`config.mk`:
```
export PLATFORM = sky130hd
export DESIGN_NAME = tlb_op_ctrl
export DESIGN_NICKNAME = d
export VERILOG_FILES = /design/src/rtl/tlb_pkg.sv /design/src/rtl/tlb_fill_ctr.sv /design/src/rtl/tlb_op_ctrl.sv
export SDC_FILE = /design/constraint.sdc
export NUM_CORES = 1
export LEC_CHECK = 0
export ABC_AREA = 1
export CAP_MARGIN = 20
export CELL_PAD_IN_SITES_DETAIL_PLACEMENT = 0
export CELL_PAD_IN_SITES_GLOBAL_PLACEMENT = 2
export CORE_AREA = 4 4 219 221
export CTS_CLUSTER_SIZE = 25
export DETAILED_ROUTE_END_ITERATION = 16
export DIE_AREA = 0 0 223 225
export DONT_BUFFER_PORTS = 1
export HOLD_SLACK_MARGIN = 0.1
export PLACE_DENSITY = 0.58
export SYNTH_ARGS = -nofsm -noshare
export SYNTH_HDL_FRONTEND = slang
export SYNTH_SLANG_ARGS = --single-unit
```
`constraint.sdc`:
```
create_clock -name clk -period 4.2 [get_ports clk]
set_clock_uncertainty 0.2 [all_clocks]
set_input_delay 0.42 -clock clk [delete_from_list [all_inputs] [get_ports clk]]
set_output_delay 0.42 -clock clk [all_outputs]
set_load 0.1 [all_outputs]
```
`src/rtl/tlb_pkg.sv`:
```
// Shared definitions for the TLB maintenance controller: operation codes,
// controller FSM states, CSR field positions and the ELO packing helper.
// Ports: none (package).
package tlb_pkg;

    typedef enum logic [2:0] {
        OP_SRCH = 3'd0,
        OP_RD   = 3'd1,
        OP_WR   = 3'd2,
        OP_FILL = 3'd3,
        OP_INV  = 3'd4
    } tlb_op_e;

    typedef enum logic [1:0] {
        ST_IDLE = 2'd0,
        ST_EXEC = 2'd1,
        ST_DONE = 2'd2
    } ctrl_state_e;

    // TLBIDX fields
    localparam int TLBIDX_NE    = 31;
    localparam int TLBIDX_PS_HI = 29;
    localparam int TLBIDX_PS_LO = 24;

    // TLBEHI fields
    localparam int EHI_VPPN_HI = 31;
    localparam int EHI_VPPN_LO = 13;

    // TLBELO0/1 fields
    localparam int ELO_V      = 0;
    localparam int ELO_D      = 1;
    localparam int ELO_PLV_LO = 2;
    localparam int ELO_PLV_HI = 3;
    localparam int ELO_MAT_LO = 4;
    localparam int ELO_MAT_HI = 5;
    localparam int ELO_G      = 6;
    localparam int ELO_PPN_LO = 8;
    localparam int ELO_PPN_HI = 27;

    // Largest INVTLB op value that is architecturally defined.
    localparam logic [4:0] INVTLB_MAX_OP = 5'd6;

    // Build a TLBELO register image; bit 7 and bits 31:28 read as zero.
    function automatic logic [31:0] pack_elo(
        input logic [19:0] ppn,
        input logic        g,
        input logic [1:0]  mat,
        input logic [1:0]  plv,
        input logic        d,
        input logic        v
    );
        return {4'd0, ppn, 1'b0, g, mat, plv, d, v};
    endfunction

endpackage

```
`src/rtl/tlb_fill_ctr.sv`:
```
// Free-running fill index counter for TLBFILL. Counts every cycle and wraps
// from TLBNUM-1 to 0; the value present in the cycle of a capture request is
// held on cap_index until the next capture.
// Ports:
//   clk, resetn  - clock, asynchronous active-low reset
//   capture      - latch the current count (instruction handshake)
//   cap_index    - count value latched at the last capture
module tlb_fill_ctr
    import tlb_pkg::*;
#(
    parameter int TLBNUM = 16,
    localparam int IDXW = $clog2(TLBNUM)
) (
    input  logic            clk,
    input  logic            resetn,
    input  logic            capture,
    output logic [IDXW-1:0] cap_index
);

    logic [IDXW-1:0] count;

    always_ff @(posedge clk or negedge resetn) begin
        if (!resetn) begin
            count     <= '0;
            cap_index <= '0;
        end else begin
            count <= (count == IDXW'(TLBNUM - 1)) ? '0 : count + 1'b1;
            if (capture) begin
                cap_index <= count;
            end
        end
    end

endmodule

```
`src/rtl/tlb_op_ctrl.sv`:
```
// TLB maintenance controller: executes TLBSRCH, TLBRD, TLBWR, TLBFILL and
// INVTLB over three cycles (IDLE -> EXEC -> DONE) and returns CSR write-back
// data to the pipeline.
// Ports:
//   clk, resetn               - clock, asynchronous active-low reset
//   op_valid/op_ready/op_code - instruction handshake from EX
//   inv_op/inv_asid/inv_va    - INVTLB operands
//   csr_*                     - current TLBIDX/TLBEHI/TLBELO0/1/ASID values
//   tlb_s1_*                  - search port 1 request/result (owned while tlb_s1_own)
//   tlb_invtlb_*              - invalidate strobe
//   tlb_we, tlb_w_*           - array write port
//   tlb_r_index, tlb_r_*      - array read port
//   done_valid/done_exc       - completion pulse and INE exception flag
//   csr_we_*, *_wdata         - CSR write-back, valid with done_valid
module tlb_op_ctrl
    import tlb_pkg::*;
#(
    parameter int TLBNUM = 16,
    localparam int IDXW = $clog2(TLBNUM)
) (
    input  logic            clk,
    input  logic            resetn,
    input  logic            op_valid,
    output logic            op_ready,
    input  logic [2:0]      op_code,
    input  logic [4:0]      inv_op,
    input  logic [9:0]      inv_asid,
    input  logic [31:0]     inv_va,
    input  logic [31:0]     csr_tlbidx,
    input  logic [31:0]     csr_tlbehi,
    input  logic [31:0]     csr_tlbelo0,
    input  logic [31:0]     csr_tlbelo1,
    input  logic [9:0]      csr_asid,
    output logic            tlb_s1_own,
    output logic [18:0]     tlb_s1_vppn,
    output logic            tlb_s1_va_bit12,
    output logic [9:0]      tlb_s1_asid,
    input  logic            tlb_s1_found,
    input  logic [IDXW-1:0] tlb_s1_index,
    output logic            tlb_invtlb_valid,
    output logic [4:0]      tlb_invtlb_op,
    output logic            tlb_we,
    output logic [IDXW-1:0] tlb_w_index,
    output logic            tlb_w_e,
    output logic [5:0]      tlb_w_ps,
    output logic [18:0]     tlb_w_vppn,
    output logic [9:0]      tlb_w_asid,
    output logic            tlb_w_g,
    output logic [19:0]     tlb_w_ppn0,
    output logic [1:0]      tlb_w_plv0,
    output logic [1:0]      tlb_w_mat0,
    output logic            tlb_w_d0,
    output logic            tlb_w_v0,
    output logic [19:0]     tlb_w_ppn1,
    output logic [1:0]      tlb_w_plv1,
    output logic [1:0]      tlb_w_mat1,
    output logic            tlb_w_d1,
    output logic            tlb_w_v1,
    output logic [IDXW-1:0] tlb_r_index,
    input  logic            tlb_r_e,
    input  logic [18:0]     tlb_r_vppn,
    input  logic [5:0]      tlb_r_ps,
    input  logic [9:0]      tlb_r_asid,
    input  logic            tlb_r_g,
    input  logic [19:0]     tlb_r_ppn0,
    input  logic [1:0]      tlb_r_plv0,
    input  logic [1:0]      tlb_r_mat0,
    input  logic            tlb_r_d0,
    input  logic            tlb_r_v0,
    input  logic [19:0]     tlb_r_ppn1,
    input  logic [1:0]      tlb_r_plv1,
    input  logic [1:0]      tlb_r_mat1,
    input  logic            tlb_r_d1,
    input  logic            tlb_r_v1,
    output logic            done_valid,
    output logic            done_exc,
    output logic            csr_we_tlbidx,
    output logic            csr_we_tlbehi,
    output logic            csr_we_elo0,
    output logic            csr_we_elo1,
    output logic            csr_we_asid,
    output logic [31:0]     tlbidx_wdata,
    output logic [31:0]     tlbehi_wdata,
    output logic [31:0]     elo0_wdata,
    output logic [31:0]     elo1_wdata,
    output logic [9:0]      asid_wdata
);

    ctrl_state_e     state;
    logic            handshake;
    logic            exc_in;
    logic            exc_q;
    logic [IDXW-1:0] fill_index;

    // Operands captured at handshake; they only feed outputs that are
    // qualified by a strobe, so they carry no reset.
    logic [2:0]      op_q;
    logic [4:0]      inv_op_q;
    logic [9:0]      inv_asid_q;
    logic [31:0]     inv_va_q;
    logic [31:0]     tlbidx_q;
    logic [31:0]     ehi_q;
    logic [31:0]     elo0_q;
    logic [31:0]     elo1_q;
    logic [9:0]      asid_q;

    // Register bits with no meaning for this controller.
    logic            unused_bits;

    assign handshake = op_valid & op_ready;

    // Reserved op codes and undefined INVTLB ops raise INE instead of acting.
    assign exc_in = (op_code > OP_INV) |
                    ((op_code == OP_INV) & (inv_op > INVTLB_MAX_OP));

    tlb_fill_ctr #(.TLBNUM(TLBNUM)) u_fill_ctr (
        .clk       (clk),
        .resetn    (resetn),
        .capture   (handshake),
        .cap_index (fill_index)
    );

    always_ff @(posedge clk) begin
        if (handshake) begin
            op_q       <= op_code;
            inv_op_q   <= inv_op;
            inv_asid_q <= inv_asid;
            inv_va_q   <= inv_va;
            tlbidx_q   <= csr_tlbidx;
            ehi_q      <= csr_tlbehi;
            elo0_q     <= csr_tlbelo0;
            elo1_q     <= csr_tlbelo1;
            asid_q     <= csr_asid;
        end
    end

    // Search port 1: TLBSRCH looks up EHI/ASID, INVTLB looks up its operands.
    assign tlb_s1_vppn     = (op_q == OP_INV) ? inv_va_q[31:13] : ehi_q[EHI_VPPN_HI:EHI_VPPN_LO];
    assign tlb_s1_asid     = (op_q == OP_INV) ? inv_asid_q : asid_q;
    assign tlb_s1_va_bit12 = (op_q == OP_INV) ? inv_va_q[12] : 1'b0;
    assign tlb_invtlb_op   = inv_op_q;

    assign tlb_r_index = tlbidx_q[IDXW-1:0];

    assign tlb_w_index = (op_q == OP_FILL) ? fill_index : tlbidx_q[IDXW-1:0];
    assign tlb_w_e     = ~tlbidx_q[TLBIDX_NE];
    assign tlb_w_ps    = tlbidx_q[TLBIDX_PS_HI:TLBIDX_PS_LO];
    assign tlb_w_vppn  = ehi_q[EHI_VPPN_HI:EHI_VPPN_LO];
    assign tlb_w_asid  = asid_q;
    assign tlb_w_g     = elo0_q[ELO_G] & elo1_q[ELO_G];
    assign tlb_w_ppn0  = elo0_q[ELO_PPN_HI:ELO_PPN_LO];
    assign tlb_w_plv0  = elo0_q[ELO_PLV_HI:ELO_PLV_LO];
    assign tlb_w_mat0  = elo0_q[ELO_MAT_HI:ELO_MAT_LO];
    assign tlb_w_d0    = elo0_q[ELO_D];
    assign tlb_w_v0    = elo0_q[ELO_V];
    assign tlb_w_ppn1  = elo1_q[ELO_PPN_HI:ELO_PPN_LO];
    assign tlb_w_plv1  = elo1_q[ELO_PLV_HI:ELO_PLV_LO];
    assign tlb_w_mat1  = elo1_q[ELO_MAT_HI:ELO_MAT_LO];
    assign tlb_w_d1    = elo1_q[ELO_D];
    assign tlb_w_v1    = elo1_q[ELO_V];

    assign unused_bits = ^{ehi_q[EHI_VPPN_LO-1:0], inv_va_q[11:0],
                           elo0_q[31:28], elo0_q[7], elo1_q[31:28], elo1_q[7]};

    // Controller FSM. Strobes are registered so they are high exactly for the
    // EXEC cycle; the async reset clears them immediately on abort.
    always_ff @(posedge clk or negedge resetn) begin
        if (!resetn) begin
            state            <= ST_IDLE;
            op_ready         <= 1'b1;
            exc_q            <= 1'b0;
            tlb_s1_own       <= 1'b0;
            tlb_invtlb_valid <= 1'b0;
            tlb_we           <= 1'b0;
            done_valid       <= 1'b0;
            done_exc         <= 1'b0;
            csr_we_tlbidx    <= 1'b0;
            csr_we_tlbehi    <= 1'b0;
            csr_we_elo0      <= 1'b0;
            csr_we_elo1      <= 1'b0;
            csr_we_asid      <= 1'b0;
            tlbidx_wdata     <= '0;
            tlbehi_wdata     <= '0;
            elo0_wdata       <= '0;
            elo1_wdata       <= '0;
            asid_wdata       <= '0;
        end else begin
            case (state)
                ST_IDLE: begin
                    if (op_valid) begin
                        state            <= ST_EXEC;
                        op_ready         <= 1'b0;
                        exc_q            <= exc_in;
                        tlb_s1_own       <= (op_code == OP_SRCH) | (op_code == OP_INV);
                        tlb_invtlb_valid <= (op_code == OP_INV) & ~exc_in;
                        tlb_we           <= (op_code == OP_WR) | (op_code == OP_FILL);
                    end
                end

                ST_EXEC: begin
                    state            <= ST_DONE;
                    tlb_s1_own       <= 1'b0;
                    tlb_invtlb_valid <= 1'b0;
                    tlb_we           <= 1'b0;
                    done_valid       <= 1'b1;
                    done_exc         <= exc_q;
                    if (op_q == OP_SRCH) begin
                        csr_we_tlbidx <= 1'b1;
                        // Miss keeps the old index and only sets NE.
                        tlbidx_wdata  <= tlb_s1_found ?
                                         {1'b0, tlbidx_q[30:IDXW], tlb_s1_index} :
                                         {1'b1, tlbidx_q[30:0]};
                    end else if (op_q == OP_RD) begin
                        csr_we_tlbidx <= 1'b1;
                        csr_we_tlbehi <= 1'b1;
                        csr_we_elo0   <= 1'b1;
                        csr_we_elo1   <= 1'b1;
                        csr_we_asid   <= 1'b1;
                        tlbidx_wdata  <= {~tlb_r_e, tlbidx_q[30],
                                          (tlb_r_e ? tlb_r_ps : 6'd0), tlbidx_q[23:0]};
                        tlbehi_wdata  <= tlb_r_e ? {tlb_r_vppn, 13'd0} : 32'd0;
                        elo0_wdata    <= tlb_r_e ? pack_elo(tlb_r_ppn0, tlb_r_g, tlb_r_mat0,
                                                            tlb_r_plv0, tlb_r_d0, tlb_r_v0) : 32'd0;
                        elo1_wdata    <= tlb_r_e ? pack_elo(tlb_r_ppn1, tlb_r_g, tlb_r_mat1,
                                                            tlb_r_plv1, tlb_r_d1, tlb_r_v1) : 32'd0;
                        asid_wdata    <= tlb_r_e ? tlb_r_asid : 10'd0;
                    end
                end

                ST_DONE: begin
                    state         <= ST_IDLE;
                    op_ready      <= 1'b1;
                    done_valid    <= 1'b0;
                    done_exc      <= 1'b0;
                    csr_we_tlbidx <= 1'b0;
                    csr_we_tlbehi <= 1'b0;
                    csr_we_elo0   <= 1'b0;
                    csr_we_elo1   <= 1'b0;
                    csr_we_asid   <= 1'b0;
                end

                default: begin
                    state    <= ST_IDLE;
                    op_ready <= 1'b1;
                end
            endcase
        end
    end

endmodule

```
==> results of run 1 <==
## kinds of logic after synthesis
| group | Yosys count |
|---|---|
| AOI/OAI and AO/OA | 101 |
| adders and majority gates | 5 |
| buffers and inverters | 163 |
| other | 1 |
| xor gates and xnor gates | 1 |
| and+or+nand+nor | 434 |
| DFF | 286 |
## metrics by stage
step	setup WS, ns	hold slack, ns	std cells	utilization (%)	instance area, um2
2_1_floorplan	0.487	-0.0756	1013	-	11300
3_3_place_gp	1.39	-0.0720	1541	25.2	11600
3_5_place_dp	1.39	-0.0715	1541	25.2	11600
==> results.yml, run 1 <==
clocking:
  cts_resized: 0
  cts_max_level: 2
  cts_hold_buf: 322
  root_buffer: "clkbuf_16"
  cts_sinks: 286
  cts_buffers: 34
  post-cts-setup-buffers: 0
  cts_buffer_depth: 3
floorplanning:
  die_h_um: 225
  start_util_pct: 24.2
  io_pins: 566
  die_w_um: 223
  row_count: 79
outcome:
  outcome: "did not finish"
  haltStage: "4_1_cts"
  error: "[ERROR RSZ-0060] Max buffer count reached."
logic_synthesis:
  synth-xor-area-share_pct: 0.0783
  synth_async_sr_flop_share_pct: 46.5
  ys_top_cells_by_area: "edfxtp_1 (41%), dfrtp_1 (30%), nand2_1 (12%)"
  synth_cells: 991
  yosysTopAreaCellShare_pct: 41.1
  yosysSeqAreaShare_pct: 70.8
  synth_top_family_by_area: "simple AND/OR/NAND/NOR gates"
  yosys.area_share.simple_pct: 15.3
  synth.ff_latch_count: 286
  synth_ff_type: "edfxtp_1"
  synth.most_common_cell: "nand2_1"
  syn_area_mm2: 0.0112
  avgSynthCellArea_um2: 11.3
  synth_compound_area_share_pct: 4.52
  synth_edf_count: 153
  synth-adder-area-share_pct: 0.559
  muxShareOfSynthArea_pct: 0
  yosysTopAreaCell: "edfxtp_1"
  ys_types: 21
  synth_common_cells: "nand2_1 (367), edfxtp_1 (153), dfrtp_1 (132)"
  yosysWarnings: 0
placement:
  portBuffers: 0
  hpwl_um: 24600
  place.gp.congestion: 0.773
==> inputs of run 2 (changes only) <==
==> config.mk (replaced) <==
export PLATFORM = sky130hd
export DESIGN_NAME = tlb_op_ctrl
export DESIGN_NICKNAME = d
export VERILOG_FILES = /design/src/rtl/tlb_pkg.sv /design/src/rtl/tlb_fill_ctr.sv /design/src/rtl/tlb_op_ctrl.sv
export SDC_FILE = /design/constraint.sdc
export NUM_CORES = 1
export LEC_CHECK = 0
export ABC_AREA = 1
export CAP_MARGIN = 20
export CORE_AREA = 4 4 217 219
export DETAILED_ROUTE_END_ITERATION = 16
export DIE_AREA = 0 0 221 223
export DONT_BUFFER_PORTS = 1
export PLACE_DENSITY_LB_ADDON = 0.15
export SYNTH_ARGS = -nofsm -noshare
export SYNTH_HDL_FRONTEND = slang
export SYNTH_SLANG_ARGS = --single-unit
==> constraint.sdc (replaced) <==
create_clock -name clk -period 5.45 [get_ports clk]
set_clock_uncertainty 0.2 [all_clocks]
set_input_delay 0.545 -clock clk [delete_from_list [all_inputs] [get_ports clk]]
set_output_delay 0.545 -clock clk [all_outputs]
set_load 0.1 [all_outputs]
==> run 2 against run 1 <==
The flow now finishes without violations. Synthesized area unchanged. Synthesized cell count unchanged.
==> results.yml, run 2 <==
outcome:
  outcome: "finished, final reports clean"
setup_path:
  crit_path_start_kind: "flop"
  critPathKind: "reg -> out"
  critPathArrivalTime_ns: 3.11
  worstReg2RegEnd: "elo1_wdata[2]"
  cp-end-kind: "primary output"
  cp_max_fo: 30
  required_ns: 4.70
  ff2ff_path_depth: 8
  r2r-start: "op_q[2]"
  cp-startpoint: "op_q[0]"
  ff2ff_setup_slack_ns: 1.81
timing:
  tns_ns: 0
  fmax_mhz: 260
  rsz0062_at_grt: "false"
  fin_crit_sh_pct: 70.7
  slew_violations: 0
  period_needed_ns: 3.85
  worst_pin_slew_ns: 1.17
  timing.final.hold_violations: 0
  setup_viol: 0
  slew_headroom_pct: 22.1
global_route:
  grt_overflow: 0
  grt_pass1_vias: 8266
  grt_first_pass_wirelength_um: 54000
  grt_start_max_net_pins: 134
  grt_use_total_pct: 14.3
  antenna_found_initial: 3
logic_synthesis:
  avgSynthCellArea_um2: 11.3
  synth.ff_latch_count: 286
  synth_cells: 991
  synth_edf_count: 153
  synth_ff_type: "edfxtp_1"
  yosysTopAreaCell: "edfxtp_1"
  ys_top_cells_by_area: "edfxtp_1 (41%), dfrtp_1 (30%), nand2_1 (12%)"
  ys_types: 21
  yosysWarnings: 0
  yosysTopAreaCellShare_pct: 41.1
  syn_area_mm2: 0.0112
  synth_common_cells: "nand2_1 (367), edfxtp_1 (153), dfrtp_1 (132)"
  synth.most_common_cell: "nand2_1"
  synth_async_sr_flop_share_pct: 46.5
  yosysSeqAreaShare_pct: 70.8
clocking:
  post-cts-setup-buffers: 0
  cts_resized: 0
  clk_latency_ns: 0.55
  cts_buffer_depth: 3
  clk_pin_slew_ns: 0.06
  cts_max_level: 2
  root_buffer: "clkbuf_16"
  cts_hold_buf: 292
  cts_tree: "yes"
  cts_sinks: 286
  cts_buffers: 35
detailed_routing:
  post-route-drc-count: 0
  drtIter0Drc: 440
  vias: 7777
  dr.pass1.iters: 4
  wire_per_inst_um: 19.5
  wirelength_um: 36200
  routed_via_density: 4.20
  detail-route-antenna-nets: 0
layout:
  syn_to_final_growth_pct: 37.5
  final_common_cell: "nand2_1"
  layout-drive-gt1-share_pct: 6.39
  final_cell_mix: "nand2_1 (366), dlygate4sd3_1 (290), edfxtp_1 (153)"
  fin_nets: 1515
  reg_top3: "tlbidx_q: 32 flops, tlbidx_wdata: 32 flops"
worst_hold_path:
  min_to: "asid_wdata[4]"
  min_from: "tlb_r_asid[4]"
  hp-class: "in -> reg"
  holdPathStages: 2
floorplanning:
  row_count: 78
  die_w_um: 221
  start_util_pct: 24.8
  io_pins: 566
  die_h_um: 223
  core-area_mm2: 0.0451
  die_area_mm2: 0.0493
run:
  max-cap-violations: 0
placement:
  place.gp.congestion: 0.764
  hpwl_um: 24200
  portBuffers: 0
==> run 2: cell counts after synthesis <==
Identical to the previous run, type by type.
==> run 2: final cells by class <==
cell class                      count  area [um2]
Tap cell                          600         751
Antenna cell                        1        2.50
Sequential cell                   286        7930
Clock inverter                     18         138
Clock buffer                       46         980
Timing Repair Buffer              305        3050
Multi-Input combinational cell    564        2410
Inverter                           33         131
Fill cell                        4451       29700
==> run 2: layer usage <==
metal,global-route usage [%],part of all wire (%)
met3,7.59,11
met2,23.2,47
met1,16.4,39
met4,4.21,2.5
met5,0,0.075
==> run 2: worst max path at each step <==
stage / slack, ns / cells past startpoint / end
2_1_floorplan: 0.65 / 2 / ehi_q[13]
3_3_place_gp: 1.76 / 8 / elo0_wdata[12]
3_5_place_dp: 1.76 / 8 / elo0_wdata[9]
4_1_cts: 1.52 / 5 / tlb_s1_vppn[10]
5_1_grt: 1.36 / 5 / tlb_s1_vppn[10]
6_report: 1.60 / 5 / tlb_s1_vppn[17]
==> run 2: logic make-up (layout without fill, tap and decap cells) <==
group / after synthesis / in the layout / share of synthesized area (%)
AOI/OAI and AO/OA: 101 / 101 / 4.52
adders and majority gates: 5 / 5 / 0.559
xor gates and xnor gates: 1 / 1 / 0.0783
DFF: 286 / 286 / 70.8
and+or+nand+nor: 434 / 434 / 15.3
other: 1 / 24 / 0.0335
buffers and inverters: 163 / 402 / 8.67
==> run 2: worst max-delay path, cell delays in order (launching register included) <==
cell and delay [ns]:
edfxtp_1 0.52, nor2_2 0.15, buf_4 0.32, nand2_1 0.69, nand2_1 0.23, nand2_1 0.62
==> run 2: metrics by stage <==
stage	worst slack, ns	cell area, um2	std cells	utilization [%]	hold WS (ns)
after floorplan	0.650	11300	1013	-	0.0494
after global placement	1.76	11300	1496	25.1	0.0534
after detailed placement	1.76	11300	1496	25.1	0.0533
after CTS	1.52	15400	1852	34.1	0.00105
after global routing	1.36	15400	1852	34.1	0.000105
final	1.60	15400	1853	34.1	0.0311
Power of run 2 is left out: the tool's default activity adds up to more than one toggle a clock period on the data nets, which glitch-free logic cannot reach.
==> inputs of run 3 (changes only) <==
==> constraint.sdc (replaced) <==
create_clock -name clk -period 4 [get_ports clk]
set_clock_uncertainty 0.2 [all_clocks]
set_input_delay 0.4 -clock clk [delete_from_list [all_inputs] [get_ports clk]]
set_output_delay 0.4 -clock clk [all_outputs]
set_load 0.1 [all_outputs]
==> run 3 against run 2 <==
Via count is 0.55% lower. Largest cell class unchanged. Critical path depth is the same. First-iteration DRC count decreased by 9.8%. Cell area hardly changed. Critical path type unchanged. Sequential cell count unchanged. Non-clock buffer count is the same.
==> results.yml, run 3 (synthesis gave the netlist of run 2 again) <==
timing:
  rsz0062_at_grt: "false"
  period_needed_ns: 3.01
  fmax_mhz: 333
  tns_ns: 0
  slew_violations: 0
  timing.final.hold_violations: 0
  slew_headroom_pct: 22.5
  setup_viol: 0
  worst_pin_slew_ns: 1.16
  fin_crit_sh_pct: 75.2
detailed_routing:
  detail-route-antenna-nets: 0
  wirelength_um: 35800
  routed_via_density: 4.17
  wire_per_inst_um: 19.3
  drtIter0Drc: 397
  dr.pass1.iters: 4
  vias: 7734
  post-route-drc-count: 0
clocking:
  cts_buffer_depth: 3
  cts_max_level: 2
  clk_latency_ns: 0.54
  cts_sinks: 286
  cts_tree: "yes"
  root_buffer: "clkbuf_16"
  clk_pin_slew_ns: 0.06
  post-cts-setup-buffers: 0
  cts_buffers: 35
global_route:
  grt.busiest_layer: "met2"
  grt_overflow: 0
  grt_start_max_net_pins: 134
  grt_use_total_pct: 14.1
  grt_pass1_vias: 8044
  grt_first_pass_wirelength_um: 53300
  global_route.usage.met2_pct: 23.3
  grt.met1_usage_pct: 16.0
  antenna_found_initial: 4
  use_met3_pct: 7.11
placement:
  place.gp.congestion: 0.773
  portBuffers: 0
  placed_cells: 1536
  hpwl_um: 24600
setup_path:
  critPathKind: "reg -> out"
  required_ns: 3.40
  critPathArrivalTime_ns: 2.41
  cp_max_fo: 19
  r2r-start: "state[1]"
  cp_common_cell: "buf_4"
  critPathTopFamily: "simple AND/OR/NAND/NOR gates"
  path_cells: "nor2_2 > buf_4 > nand3_1 > nand2_1 > buf_4"
  ff2ff_setup_slack_ns: 1.02
  ff2ff_path_depth: 9
  worst-path-buf-inv: 2
  worstReg2RegEnd: "elo0_wdata[20]"
  critPathMaxStageDelay_ns: 0.48
  crit_path_start_kind: "flop"
  slowest_stage: "nor2_2"
  cp-end-kind: "primary output"
layout:
  final_common_cell: "nand2_1"
  syn_to_final_growth_pct: 37.4
  reg_top3: "tlbidx_q: 32 flops, tlbidx_wdata: 32 flops"
  fin_nets: 1515
  layout-drive-gt1-share_pct: 9.50
  instances_no_fill: 1855
  final_cell_mix: "nand2_1 (366), dlygate4sd3_1 (250), edfxtp_1 (153)"
  fin_util_pct: 34.1
  fill_cells: 4543
floorplanning:
  io_pins: 566
  core-area_mm2: 0.0451
  die_h_um: 223
  start_util_pct: 24.8
  die_area_mm2: 0.0493
  row_count: 78
  die_w_um: 221
worst_hold_path:
  hp-class: "in -> reg"
  min_to: "tlbidx_wdata[31]"
  min_from: "tlb_s1_found"
  holdPathStages: 3
run:
  max-cap-violations: 0
outcome:
  outcome: "finished, final reports clean"
==> run 3: cell count changes in the layout (fill, tap and decap cells not counted), moves of 3 or more <==
cell	change
dlygate4sd3_1	-40
buf_12	+3
bufinv_16	+3
buf_4	+36
==> run 3: timing repair <==
item | 4_1_cts | 5_1_grt
hold endpoints to repair | 387 | 0
resized for setup | 0 | 0
hold buffers | 252 | 0
==> run 3: tightest hold or removal path: cells and delay by family <==
family	cells	cell delay, ns
AND/OR/NAND/NOR	3	0.37
==> run 3: routing by layer <==
layer | vias up | part of all wire, %
met5 | - | 0
met4 | 0 | 2.3
met3 | 51 | 12
met2 | 414 | 48
met1 | 3636 | 37
li1 | 3633 | -
==> run 3: area by class of cell <==
type                            count  area, um2  area share, %
Timing Repair Buffer              305       3010           19.5
Antenna cell                        3       7.51         0.0488
Clock buffer                       44        931           6.05
Inverter                           33        130          0.846
Tap cell                          600        751           4.88
Sequential cell                   286       7930           51.5
Clock inverter                     20        220           1.43
Multi-Input combinational cell    564       2410           15.7
==> run 3: worst max path at each step <==
| stage | start | end | slack, ns | cells after the start |
|---|---|---|---|---|
| 6_report | op_q[0] | tlb_s1_vppn[4] | 0.99 | 5 |
| 3_3_place_gp | state[1] | elo1_wdata[15] | 0.96 | 9 |
| 4_1_cts | op_q[0] | tlb_s1_vppn[4] | 0.89 | 5 |
| 3_5_place_dp | state[1] | elo0_wdata[20] | 0.92 | 9 |
| 2_1_floorplan | op_ready | ehi_q[13] | 0.29 | 2 |
| 5_1_grt | state[1] | elo1_wdata[14] | 0.66 | 9 |
==> run 3: stage by stage <==
stage / worst slack, ns / cell area, um2 / hold slack [ns]
floorplan: 0.287 / 11300 / -0.0956
global placement: 0.956 / 11700 / -0.0916
detailed placement: 0.922 / 11700 / -0.0923
CTS: 0.885 / 15400 / 0.0317
global route: 0.662 / 15400 / 0.0903
finish: 0.994 / 15400 / 0.0748
Power of run 3 is left out for the same reason.
==> inputs of run 4 (changes only) <==
==> constraint.sdc (replaced) <==
create_clock -name clk -period 2.5 [get_ports clk]
set_clock_uncertainty 0.2 [all_clocks]
set_input_delay 0.25 -clock clk [delete_from_list [all_inputs] [get_ports clk]]
set_output_delay 0.25 -clock clk [all_outputs]
set_load 0.1 [all_outputs]
==> run 4 against run 3 <==
The run now ends with hold timing left. Non-clock buffer count rose by 242. Sequential share of layout area fell by 7.0 points. Die area did not move. Register-to-register slack got worse by 0.79 ns. Highest routed layer is now met5.
==> results.yml, run 4 (synthesis gave the netlist of run 2 again) <==
timing:
  fin_crit_sh_pct: 95.3
  period_needed_ns: 2.38
  rsz0062_at_grt: "false"
  fmax_mhz: 420
  slew_headroom_pct: 30.3
  worst_pin_slew_ns: 1.04
  timing.final.hold_violations: 133
  timing.hold.ws_ns: -0.784
  slew_violations: 0
  setup_viol: 0
run:
  max-cap-violations: 0
setup_path:
  endpoint: "tlb_s1_vppn[5]"
  critPathKind: "reg -> out"
  cp_max_fo: 30
  crit_path_start_kind: "flop"
  ff2ff_path_depth: 8
  worstReg2RegEnd: "tlbidx_wdata[31]"
  critPathArrivalTime_ns: 1.93
  path_cells: "nor2_4 > nand2_1 > buf_12 > nand2_1 > nand2_1 > buf_12"
  slowest_stage: "edfxtp_1"
  cp_common_cell: "nand2_1"
  r2r-start: "state[1]"
  cp-end-kind: "primary output"
  critPathMaxStageDelay_ns: 0.51
  required_ns: 2.05
  cp-startpoint: "op_q[1]"
  ff2ff_setup_slack_ns: 0.23
floorplanning:
  io_pins: 566
  start_util_pct: 24.8
  row_count: 78
  die_area_mm2: 0.0493
  die_h_um: 223
  core-area_mm2: 0.0451
  die_w_um: 221
detailed_routing:
  post-route-drc-count: 0
  wirelength_um: 37400
  routed_via_density: 4.13
  wire_per_inst_um: 17.9
  dr.pass1.iters: 4
  vias: 8627
  detail-route-antenna-nets: 0
  drtIter0Drc: 363
layout:
  syn_to_final_growth_pct: 59.0
  regArea_mm2: 0.00793
  final_common_cell: "nand2_1"
  final_cell_mix: "nand2_1 (364), dlygate4sd3_1 (319), buf_4 (182)"
  layout-drive-gt1-share_pct: 19.6
  reg_top3: "tlbidx_q: 32 flops, tlbidx_wdata: 32 flops"
  fin_nets: 1756
  final_cell_area_mm2: 0.0178
  fill_cells: 4299
  multi_input_area_mm2: 0.00242
global_route:
  grt_start_max_net_pins: 134
  grt_overflow: 0
  grt_first_pass_wirelength_um: 56500
  grt_pass1_vias: 9134
  antenna_found_initial: 5
  grt_use_total_pct: 14.7
placement:
  place.gp.congestion: 0.793
  portBuffers: 0
  placed_cell_area_mm2: 0.0135
  hpwl_um: 24900
clocking:
  cts_buffer_depth: 3
  cts_tree: "yes"
  clk_latency_ns: 0.53
  cts_hold_buf: 319
  cts_buffers: 34
  root_buffer: "clkbuf_16"
  cts_max_level: 2
  cts_sinks: 286
  clk_pin_slew_ns: 0.06
worst_hold_path:
  hp-class: "in -> async"
outcome:
  outcome: "finished with violations"
  violations: "hold timing"
run 4: changes by cell type in the layout (fill, tap and decap cells not counted), sizes merged:
cell / change
buf: +173
bufinv: -2
clkbuf: +6
clkinv: -10
dlygate4sd3: +69
run 4: repair_timing:
item / CTS / global route
endpoints found under the hold margin: 390 / 133
endpoints found under the setup margin: 1 / 2
buffers inserted: 0 / 0
resized for setup: 2 / 2
run 4: routing by layer:
layer | up-vias | wire (um) | track usage (%)
li1 | 4116 | - | -
met1 | 4045 | 14300 | 16.6
met2 | 404 | 18000 | 24.7
met3 | 58 | 4130 | 7.37
met4 | 4 | 901 | 4.21
met5 | - | 21 | 0
run 4: per-stage QoR:
step	util (%)	hold slack (ns)	setup slack [ns]	cells	TNS, ns
after CTS	39.4	-0.828	0.0346	2088	0
final	39.5	-0.784	0.118	2091	0
after global routing	39.5	-0.824	0.00926	2090	0
after global placement	29.9	-0.241	0.526	1711	0
after detailed placement	29.9	-0.241	0.503	1711	0
after floorplan	-	-0.246	-1.07	1013	-164.59
run 4: area by class of cell:
cell class | count | area share (%)
Tap cell | 600 | 4.22
Multi-Input combinational cell | 564 | 13.6
Antenna cell | 3 | 0.0422
Timing Repair Buffer | 547 | 30.7
Clock inverter | 8 | 0.548
Inverter | 33 | 0.731
Clock buffer | 50 | 5.58
Sequential cell | 286 | 44.6
run 4: how the worst min path moves through the flow:
stage          slack [ns]   start          endpoint
6_report            -0.78  resetn     asid_wdata[0]
5_1_grt             -0.82  resetn  tlbehi_wdata[19]
4_1_cts             -0.83  resetn       csr_we_asid
3_5_place_dp        -0.24  resetn     asid_wdata[0]
3_3_place_gp        -0.24  resetn     asid_wdata[0]
2_1_floorplan       -0.25  resetn     asid_wdata[0]
run 4: worst max-delay path, delay by kind of cell (launching register included):
| family | cells | cell delay [ns] |
|---|---|---|
| and+or+nand+nor | 4 | 0.52 |
| DFF | 1 | 0.51 |
| buffers and inverters | 2 | 0.37 |
Power of run 4 is left out for the same reason.
